**src/rtl/konane_auto_player.sv**
```systemverilog
// Self-play master for the konane engine: picks pieces and landing cells over the op/re channels.
// Optional KONANE_RAND_PICK_EN: LFSR-driven rotating pick start instead of strict lowest-index.
module konane_auto_player #(
  parameter logic [35:0] INIT_SELECTABLE = 36'h004001004,
  parameter int unsigned CNT_W           = 8
) (
  input  logic              clk,
  input  logic              rst_n,
  input  logic              enable,
  input  logic              cfg_multi_jump,
  input  logic              op_ready,
  output logic              op_valid,
  output logic [4:0]        op_i,
  output logic [4:0]        op_j,
  output logic              re_ready,
  input  logic              re_valid,
  input  logic              re_is_finished,
  input  logic              re_next_player_id,
  input  logic              re_player_can_giveup,
  input  logic [35:0]       re_selectable,
  output logic [CNT_W-1:0]  move_count,
  output logic [CNT_W-1:0]  games_played,
  output logic              game_done,
  output logic              last_winner
);

  localparam int unsigned N_CELLS     = 36;
  localparam logic [35:0] INIT_SHADOW = 36'hFFFFF3FFF;
  localparam logic        BLACK       = 1'b0;
  localparam logic [4:0]  GIVEUP      = 5'b11111;

  typedef enum logic [2:0] {
    S_IDLE, S_PICK, S_OP_PIECE, S_RE_PIECE, S_OP_DEST, S_RE_JUMP, S_OP_GIVEUP
  } state_e;

  state_e            state_q, state_d;
  logic              op_valid_q, op_valid_d, re_ready_q, re_ready_d;
  logic [4:0]        op_i_q, op_i_d, op_j_q, op_j_d;
  logic [5:0]        piece_q, piece_d, dest_q, dest_d;
  logic [35:0]       shadow_q, shadow_d, sel_q, sel_d;
  logic              mover_q, mover_d, winner_q, winner_d, done_q, done_d;
  logic [CNT_W-1:0]  mc_q, mc_d, gp_q, gp_d;
  logic [5:0]        off, pidx, mid;
  logic              op_fire, re_fire;

  // First set bit at or above off, wrapping; 0 when the mask is empty.
  function automatic logic [5:0] pick(input logic [35:0] mask, input logic [5:0] start);
    logic [5:0] res;
    logic       found;
    int         idx;
    res   = '0;
    found = 1'b0;
    for (int k = 0; k < int'(N_CELLS); k++) begin
      idx = int'(start) + k;
      if (idx >= int'(N_CELLS)) idx = idx - int'(N_CELLS);
      if (!found && mask[6'(idx)]) begin
        res   = 6'(idx);
        found = 1'b1;
      end
    end
    return res;
  endfunction

  function automatic logic [35:0] reach(input logic [5:0] p);
    logic [5:0]  r, c;
    logic [35:0] m;
    r = p / 6'd6;
    c = p % 6'd6;
    m = '0;
    if (r >= 6'd2) m[p - 6'd12] = 1'b1;
    if (r <= 6'd3) m[p + 6'd12] = 1'b1;
    if (c >= 6'd2) m[p - 6'd2]  = 1'b1;
    if (c <= 6'd3) m[p + 6'd2]  = 1'b1;
    return m;
  endfunction

`ifdef KONANE_RAND_PICK_EN
  logic [5:0] lfsr_q;

  // x^6 + x^5 + 1 maximal-length sequence
  always_ff @(posedge clk or negedge rst_n) begin
    if (!rst_n) lfsr_q <= 6'h2D;
    else        lfsr_q <= {lfsr_q[4:0], lfsr_q[5] ^ lfsr_q[4]};
  end

  assign off = (lfsr_q >= 6'd36) ? lfsr_q - 6'd36 : lfsr_q;
`else
  assign off = 6'd0;
`endif

  assign op_fire = op_valid_q & op_ready;
  assign re_fire = re_ready_q & re_valid;
  assign mid     = 6'((7'(piece_q) + 7'(dest_q)) >> 1);

  always_comb begin
    state_d  = state_q;
    op_i_d   = op_i_q;
    op_j_d   = op_j_q;
    piece_d  = piece_q;
    dest_d   = dest_q;
    shadow_d = shadow_q;
    sel_d    = sel_q;
    mover_d  = mover_q;
    mc_d     = mc_q;
    gp_d     = gp_q;
    winner_d = winner_q;
    done_d   = 1'b0;
    pidx     = '0;
    case (state_q)
      S_IDLE: if (enable) state_d = S_PICK;
      S_PICK: begin
        pidx    = pick(sel_q, off);
        piece_d = pidx;
        op_i_d  = 5'(pidx / 6'd6);
        op_j_d  = 5'(pidx % 6'd6);
        state_d = S_OP_PIECE;
      end
      S_OP_PIECE: if (op_fire) state_d = S_RE_PIECE;
      S_RE_PIECE: if (re_fire) begin
        pidx    = pick(re_selectable & ~shadow_q & reach(piece_q), off);
        dest_d  = pidx;
        op_i_d  = 5'(pidx / 6'd6);
        op_j_d  = 5'(pidx % 6'd6);
        state_d = S_OP_DEST;
      end
      S_OP_DEST: if (op_fire) begin
        shadow_d[piece_q] = 1'b0;
        shadow_d[mid]     = 1'b0;
        shadow_d[dest_q]  = 1'b1;
        mc_d              = mc_q + CNT_W'(1);
        state_d           = S_RE_JUMP;
      end
      S_RE_JUMP: if (re_fire) begin
        if (re_is_finished) begin
          done_d   = 1'b1;
          winner_d = mover_q;
          gp_d     = gp_q + CNT_W'(1);
          mc_d     = '0;
          shadow_d = INIT_SHADOW;
          sel_d    = INIT_SELECTABLE;
          mover_d  = BLACK;
          state_d  = enable ? S_PICK : S_IDLE;
        end else if (re_player_can_giveup) begin
          if (cfg_multi_jump && (re_selectable != '0)) begin
            pidx    = pick(re_selectable, off);
            piece_d = dest_q;
            dest_d  = pidx;
            op_i_d  = 5'(pidx / 6'd6);
            op_j_d  = 5'(pidx % 6'd6);
            state_d = S_OP_DEST;
          end else begin
            op_i_d  = GIVEUP;
            op_j_d  = GIVEUP;
            state_d = S_OP_GIVEUP;
          end
        end else begin
          mover_d = re_next_player_id;
          sel_d   = re_selectable;
          state_d = S_PICK;
        end
      end
      S_OP_GIVEUP: if (op_fire) state_d = S_RE_JUMP;
      default: state_d = S_IDLE;
    endcase
    op_valid_d = (state_d == S_OP_PIECE) || (state_d == S_OP_DEST) || (state_d == S_OP_GIVEUP);
    re_ready_d = (state_d == S_RE_PIECE) || (state_d == S_RE_JUMP);
  end

  always_ff @(posedge clk or negedge rst_n) begin
    if (!rst_n) begin
      state_q    <= S_IDLE;
      op_valid_q <= 1'b0;
      re_ready_q <= 1'b0;
      op_i_q     <= '0;
      op_j_q     <= '0;
      piece_q    <= '0;
      dest_q     <= '0;
      shadow_q   <= INIT_SHADOW;
      sel_q      <= INIT_SELECTABLE;
      mover_q    <= BLACK;
      mc_q       <= '0;
      gp_q       <= '0;
      winner_q   <= 1'b0;
      done_q     <= 1'b0;
    end else begin
      state_q    <= state_d;
      op_valid_q <= op_valid_d;
      re_ready_q <= re_ready_d;
      op_i_q     <= op_i_d;
      op_j_q     <= op_j_d;
      piece_q    <= piece_d;
      dest_q     <= dest_d;
      shadow_q   <= shadow_d;
      sel_q      <= sel_d;
      mover_q    <= mover_d;
      mc_q       <= mc_d;
      gp_q       <= gp_d;
      winner_q   <= winner_d;
      done_q     <= done_d;
    end
  end

  assign op_valid     = op_valid_q;
  assign re_ready     = re_ready_q;
  assign op_i         = op_i_q;
  assign op_j         = op_j_q;
  assign move_count   = mc_q;
  assign games_played = gp_q;
  assign game_done    = done_q;
  assign last_winner  = winner_q;

endmodule

```
**config.mk**
```make
export PLATFORM = sky130hd
export DESIGN_NAME = konane_auto_player
export DESIGN_NICKNAME = d
export VERILOG_FILES = /design/src/rtl/konane_auto_player.sv
export SDC_FILE = /design/constraint.sdc
export NUM_CORES = 1
export LEC_CHECK = 0
export ABC_AREA = 1
export CORE_ASPECT_RATIO = 1.4
export CORE_MARGIN = 3
export CORE_UTILIZATION = 64
export DETAILED_ROUTE_END_ITERATION = 10
export PLACE_DENSITY = 0.86
export REMOVE_ABC_BUFFERS = 1
export SLEW_MARGIN = 20
export SYNTH_ARGS = -nofsm -noshare
export SYNTH_HDL_FRONTEND = slang
export SYNTH_SLANG_ARGS = --single-unit
export TNS_END_PERCENT = 10
```
**constraint.sdc**
```tcl
create_clock -name clk -period 10.2 [get_ports clk]
set_input_delay 1.02 -clock clk [delete_from_list [all_inputs] [get_ports clk]]
set_output_delay 1.02 -clock clk [all_outputs]
set_load 0.03 [all_outputs]
```
# Yosys cells after proc, flatten, opt, wreduce, memory -nomap -nowiden
# Cells that the tools add are included.
# Widths: inputs -> output; s select.
# op_classes
n_reduce_logical	234
addsub	7
eq_ne	19
div_mod_pow	8
bitwise	13
order_cmp	126
mux	1187
# ops
cell	n
$mux 6	413
$lt 6x8->1 const B	108
$bmux 1 s6	108
$mux 1	614
$mux 36	17
$and 36x36->36	4
$or 36x36->36	4
$logic_and 1x1->1	113
$not 36->36	3
$logic_not 1->1	105
$pmux 36 s2	1
$mux 5	10
$lt 6x7->1 const B	7
$demux 1 s6	7
$ge 6x1->1 const B	7
$reduce_bool 36->1	1
$pmux 5 s3	2
$div 6x3->6 const B	4
$mod 6x3->6 const B	4
$mux 8	3
$pmux 6 s2	2
$mux 3	7
$eq 3x3->1 const B	6
$pmux 3 s6	1
23 further kinds	43
# totals
in_bits	45
regBits	118
elab_cells	1608
output_inout_bits	30

# Longest topological paths before layout
# depth
ltp_word	302
ltp_mapped	48
mapped_depth_nobuf	47

# Worst setup path before layout
# No wires, ideal clock.
# synth_path
path_type	input port to flip-flop
startpoint	input port re_selectable[1]
endpoint	register op_j_q[1] (netlist: op_j[1])
path_slack_ps	5220
n_path_buf	0
t_required_ps	10083
cell_stages	37
arrival_ps	4863
setup_time_ps	117
path_cell_list	nor4_2 nand2_1 nor4_4 nand4_2 nor2_2 nand2_1 nor3_2 nand2_1 nor2_2 nand2_1 nor2_2 nand2_1 nor2_2 nand2_1 nor2_4 nand2_2 nor2_1 nand3b_1 nand2_1 a31oi_1 nand2_1 inv_1 nand3_1 ha_1 nand2_1 nand3_2 nor2_2 nor2_2 o21ai_2 nand2_1 nor2_4 nand2_4 xor2_1 o21ai_1 inv_1 nand2_1 nand2_1
# synth_between
elab_chain_len	295
elab_cells_between_ends	762
cone_classes	2 x div; 616 x mux; 2 x bitwise; 142 x reduce/logical
# synth_rtl
element	line	source
from (decl)	20	input logic [35:0] re_selectable,
$bmux 1 s6	56	if (!found && mask[6'(idx)]) begin
$mux 1 (implied by the code) (2 in series)	56	
$mux 1	56	
$mux 1	144	if (cfg_multi_jump && (re_selectable != '0)) begin
$mux 1	143	end else if (re_player_can_giveup) begin
$mux 1	134	if (re_is_finished) begin
$mux 1	133	S_RE_JUMP: if (re_fire) begin
$mux 1	109	case (state_q)
[... 278 more ...]	n/a	
$mux 6	133	
$mux 6	109	
$mod 6x3->6	149	op_j_d = 5'(pidx % 6'd6);
$mux 5	144	
$mux 5	143	
$mux 5	134	
$mux 5	133	
$pmux 5 s3 *	109	
to (signal assigned)	190	op_j_q <= op_j_d;
to (decl)	38	logic [4:0] op_i_q, op_i_d, op_j_q, op_j_d;
# Every way passes the cells marked *; elsewhere a longest branch is shown, timed or not. The select of a mux whose other input is x is not followed.
# A chain may end at the register's enable or synchronous reset.

# Worst setup path in the final report
# layout_path
startpoint	register piece_q[4]
endpoint	register op_j_q[2] (netlist: op_j[2])
# layout_between
elab_chain_len	205
elab_cells_between_ends	370
cone_classes	4 x add/sub; 3 x div; 12 x order compare; 273 x mux; 4 x bitwise; 74 x reduce/logical
# layout_rtl
element	line	source
from (decl)	39	logic [5:0] piece_q, piece_d, dest_q, dest_d;
from (signal assigned)	191	piece_q <= piece_d;
branches (longest 17 deep; another with $div 6x3->6)	n/a	
$mux 36 *	73	if (c <= 6'd3) m[p + 6'd2] = 1'b1;
$mux 36 *	119	S_RE_PIECE: if (re_fire) begin
$mux 36 *	109	
$and 36x36->36 *	120	pidx = pick(re_selectable & ~shadow_q & reach(piece_q), off);
$bmux 1 s6	56	
$mux 1 (implied by the code) (2 in series)	56	
$mux 1	56	
[... 172 more ...]	n/a	
$logic_not 1->1	56	
$logic_and 1x1->1	56	
$mux 6 *	56	
$mux 6 *	119	
$mux 6 *	109	
$mod 6x3->6 *	123	op_j_d = 5'(pidx % 6'd6);
$mux 5 *	119	
$pmux 5 s3 *	109	
# Mark *: on every way between the ends. The select of a mux whose other input is x is not followed.

==> metrics.md <==
| Metric | Value |
|---|---|
| CTS sink count | ~120 |
| CP Launch Type | register |
| Total power draw | about 3700 uW |
| Setup_tns | 0 ps |
| Worst Min Path Start | games_played[7]$_DFFE_PN0P_ |
| Largest net degree at the start of global routing | 72 |
| Post-route DRC | 0 |
| Switching Power | approximately 2000 uW |
| Fin. Hold Viols | 0 |
| Final Max Slew Viols | 0 |
| Root Buffer | clkbuf_16 |
| Latest clock arrival within the worst-skew pair | 440 ps |
| Worst-margin pin slew | between 1000 and 1500 ps |
| Vias in the first global route | between 10,000 and 15,000 |
| Met1 usage | 0.4840 |
| FFs w/ async S/R, synth | 1.000 |
| Detail Route Antenna Nets | 0 |
| Required time worst endpoint | between 10,000 and 15,000 ps |
| Unrepaired setup endpoints after global routing | false |
| IO Pins | 75 |
| Crit path max fanout | 12 |
| Cts hold-fix bufs | 0 |
| Most frequent CP cell | nand2_1 |
| Total wire length | around 35,000 microns |
| Port buffer count | 74 |
| Register share of total power | 0.233 |
| Worst VDD drop | 0.2441 mV |
| Ant diodes | 0 |
| Min-Delay Path Depth | 1 |
| GR Layer Usage met2 | 0.6903 |
| Synthesis Warnings | 0 |
| Period utilization | 0.5972 |
| Worst R2R Start | piece_q[4]$_DFFE_PN0P_ |
| Pint | 1696 uW |
| Layout area overhead | 16.68% |
| Worst Hold Class | reg2reg |
| H-tree depth | 4 |
| Largest stage delay, worst path | 800 ps |
| Post_cts resized | 0 |
| Distinct cell type count after synthesis | 69 |
| Outcome | complete, no violations |
| Core Region | 0.01451 sq mm |
| Max Freq | ~0.16 GHz |
| Nets | 1,500 |
| Largest cells by area after synthesis | dfrtp_1 (21%), dfstp_2 (10%), nand2_1 (8.5%) |
| Top Usage Layer GRT | met2 |
| Maximum capacitance violations | 0 |
| Clock slew at reported path FFs | 60 ps |
| DR WL/cell | around 22 microns |
| Rel. slew slack | 0.1338 |
| Initial antenna violation count | 1 |
| Fin crit period | 6091 ps |
| Mapped cell area | around 0.0095 sq mm |
| First-pass GRT wire length | 54,880 microns |
| Via count | 10,806 |
| First-pass DRT Iterations | 7 |
| Lkg Pwr | 0.005339 uW |
| Fraction of layout instances using a drive strength above 1 | 0.1280 |
| Syn avg cell area | roughly 7 sq um |
| Post-synth EDFFs | 0 |
| Die Outline Area | roughly 0.016 sq mm |
| Slowest-stage cell, CP | dfrtp_1 |
| Met3 Usage GRT | 0.1291 |
| Worst setup startpoint | piece_q[4]$_DFFE_PN0P_ |
| Kind of critical path | reg2reg |
| Die Height | ~150 microns |
| Clock buffer depth | 2 |
| Drt via density | ~6.6 |
| DIE WIDTH | between 100 and 150 microns |
| Gr usage total | 0.4432 |
| Post-synth top area share | 0.2126 |
| Post-DP HPWL | 25,630 microns |
| Setup violations, final | 0 |
| Pwr/cell area | about 330 mW/mm^2 |
| Setup Buffers After CTS | 0 |
| Row count | 52 |
| Synthesis-stage register bit count | 118 |
| Mapped Cells | 1,358 |
| Clock power share | 0.170 |
| Total grt overflow | 0 |
| Sequential area share after synthesis | 0.3146 |
| Hold Path End | games_played[7]$_DFFE_PN0P_ |
| Reg2Reg Depth | 44 |
| Setup crit end kind | register |
| Clock Skews | between 7 and 8 ps |
| Num CTS Buffers | 17 |
| Initial DRC count | 1,334 |
| Synth Flop Type | dfrtp_1 |
| R2R Path End | op_j[2]$_DFFE_PN0P_ |
| Flop2flop setup slack | between 4000 and 5000 ps |
| CTS tree | yes |
| Synth area leader | dfrtp_1 |
| Logic pwr share | 0.597 |
| Starting Density | 0.6571 |
| Switch share | 0.5367 |
| Critical Path AT | 6410 ps |
| RePlAce Congestion | approximately 1.0 |
## sequential cells by signal (all words and copies together), names as in the netlist, 5 cells and up
register / cells
dest_q: 6
games_played: 8
move_count: 8
op_i: 5
op_j: 5
piece_q: 6
sel_q: 36
shadow_q: 36
## power by group through the flow
stage	sequential, uW	combinational [uW]	clock, uW
floorplan	861	1390	0
global placement	839	2030	0
detailed placement	847	2080	0
CTS	844	2090	617
global route	871	2360	642
finish	851	2190	623
## area by class of cell
| cell class | instances | area (sq um) |
|---|---|---|
| clock buffers | 20 | 456.7 |
| clock inverters | 12 | 141.4 |
| fillers | 1136 | 3385 |
| inverters | 219 | 832.0 |
| multi-input cells | 994 | 5600 |
| flip-flops and latches | 118 | 2999 |
| well taps | 189 | 236.5 |
| repair buffers | 90 | 858.3 |
## stage by stage
step                      setup WS [ps]  cells    util  instance area (sq um)  hold slack (ps)
after global routing               3491   1642  0.7667                  11120            498.5
after detailed placement           4034   1610  0.7248                  10520            459.3
after CTS                          4258   1642  0.7660                  11110            471.3
final                              4109   1642  0.7667                  11120            466.2
after global placement             4218   1610  0.7245                  10510            457.0
after floorplan                    5124   1331       -                   9400            442.7
## routing by layer
metal  vias up  part of all wire
li1       4835                 -
met1      4973              0.34
met2       722              0.45
met3       274              0.10
met4         2              0.11
met5         -           0.00031
## synthesized netlist by cell type, types with 4 or more instances
cell type,number
nand3_1,106
a21oi_1,104
o21ai_2,6
and3_1,6
nor2_4,9
nand3_2,7
o221ai_1,9
a211oi_1,12
o21ai_0,92
nand4_2,4
dfstp_2,37
clkinv_1,5
a221oi_1,4
nor2_1,130
o2111ai_1,5
nand3b_1,6
nor2_2,16
inv_1,202
dfrtp_1,81
o211ai_1,15
nand2_2,19
nand4_1,20
nor4_1,8
inv_2,9
nand2_1,215
a22oi_1,38
a31oi_1,10
xor2_1,16
ha_1,14
o41ai_1,10
o21ai_1,5
nor3_1,43
clkbuf_1,20
xnor2_1,4
o22ai_1,10
## worst max-delay path: cells and delay by family (launching register included)
kind	cells	cell delay [ps]
adder cells (fa/ha/maj)	3	730
flip-flops	1	800
AO/OA/AOI/OAI	4	650
buffers and inverters	6	420
AND/OR/NAND/NOR	31	3350
## how the worst max path moves through the flow
stage | to | slack, ps | cells past startpoint
6_report | op_j[2]$_DFFE_PN0P_ | 4110 | 44
2_1_floorplan | op_j[2]$_DFFE_PN0P_ | 5120 | 46
3_5_place_dp | op_j[1]$_DFFE_PN0P_ | 4030 | 38
3_3_place_gp | op_j[1]$_DFFE_PN0P_ | 4220 | 38
5_1_grt | op_j[2]$_DFFE_PN0P_ | 3490 | 42
4_1_cts | op_j[2]$_DFFE_PN0P_ | 4260 | 46
## cell usage in the layout, fill, tap and decap left out, types with 19 or more instances in the layout
cell             Yosys  layout
a21oi_1            104     104
a22oi_1             38      38
nand3_1            106     106
nand2_1            215     215
nor3_1              43      40
o21ai_0             92      91
nor2_1             130     128
nand2_2             19      19
clkdlybuf4s50_1      0      73
inv_1              202     202
nand4_1             20      20
dfstp_2             37      37
dfrtp_1             81      81
## cell families after synthesis
kind of cell	count (synthesis)	share of synthesized area
buffers and inverters	246	0.1013
xor gates and xnor gates	21	0.02008
AOI/OAI and AO/OA	348	0.2285
DFF	118	0.3146
and+or+nand+nor	610	0.3151
adders and majority gates	15	0.02047
No activity file was read; power rests on OpenSTA's default activity.
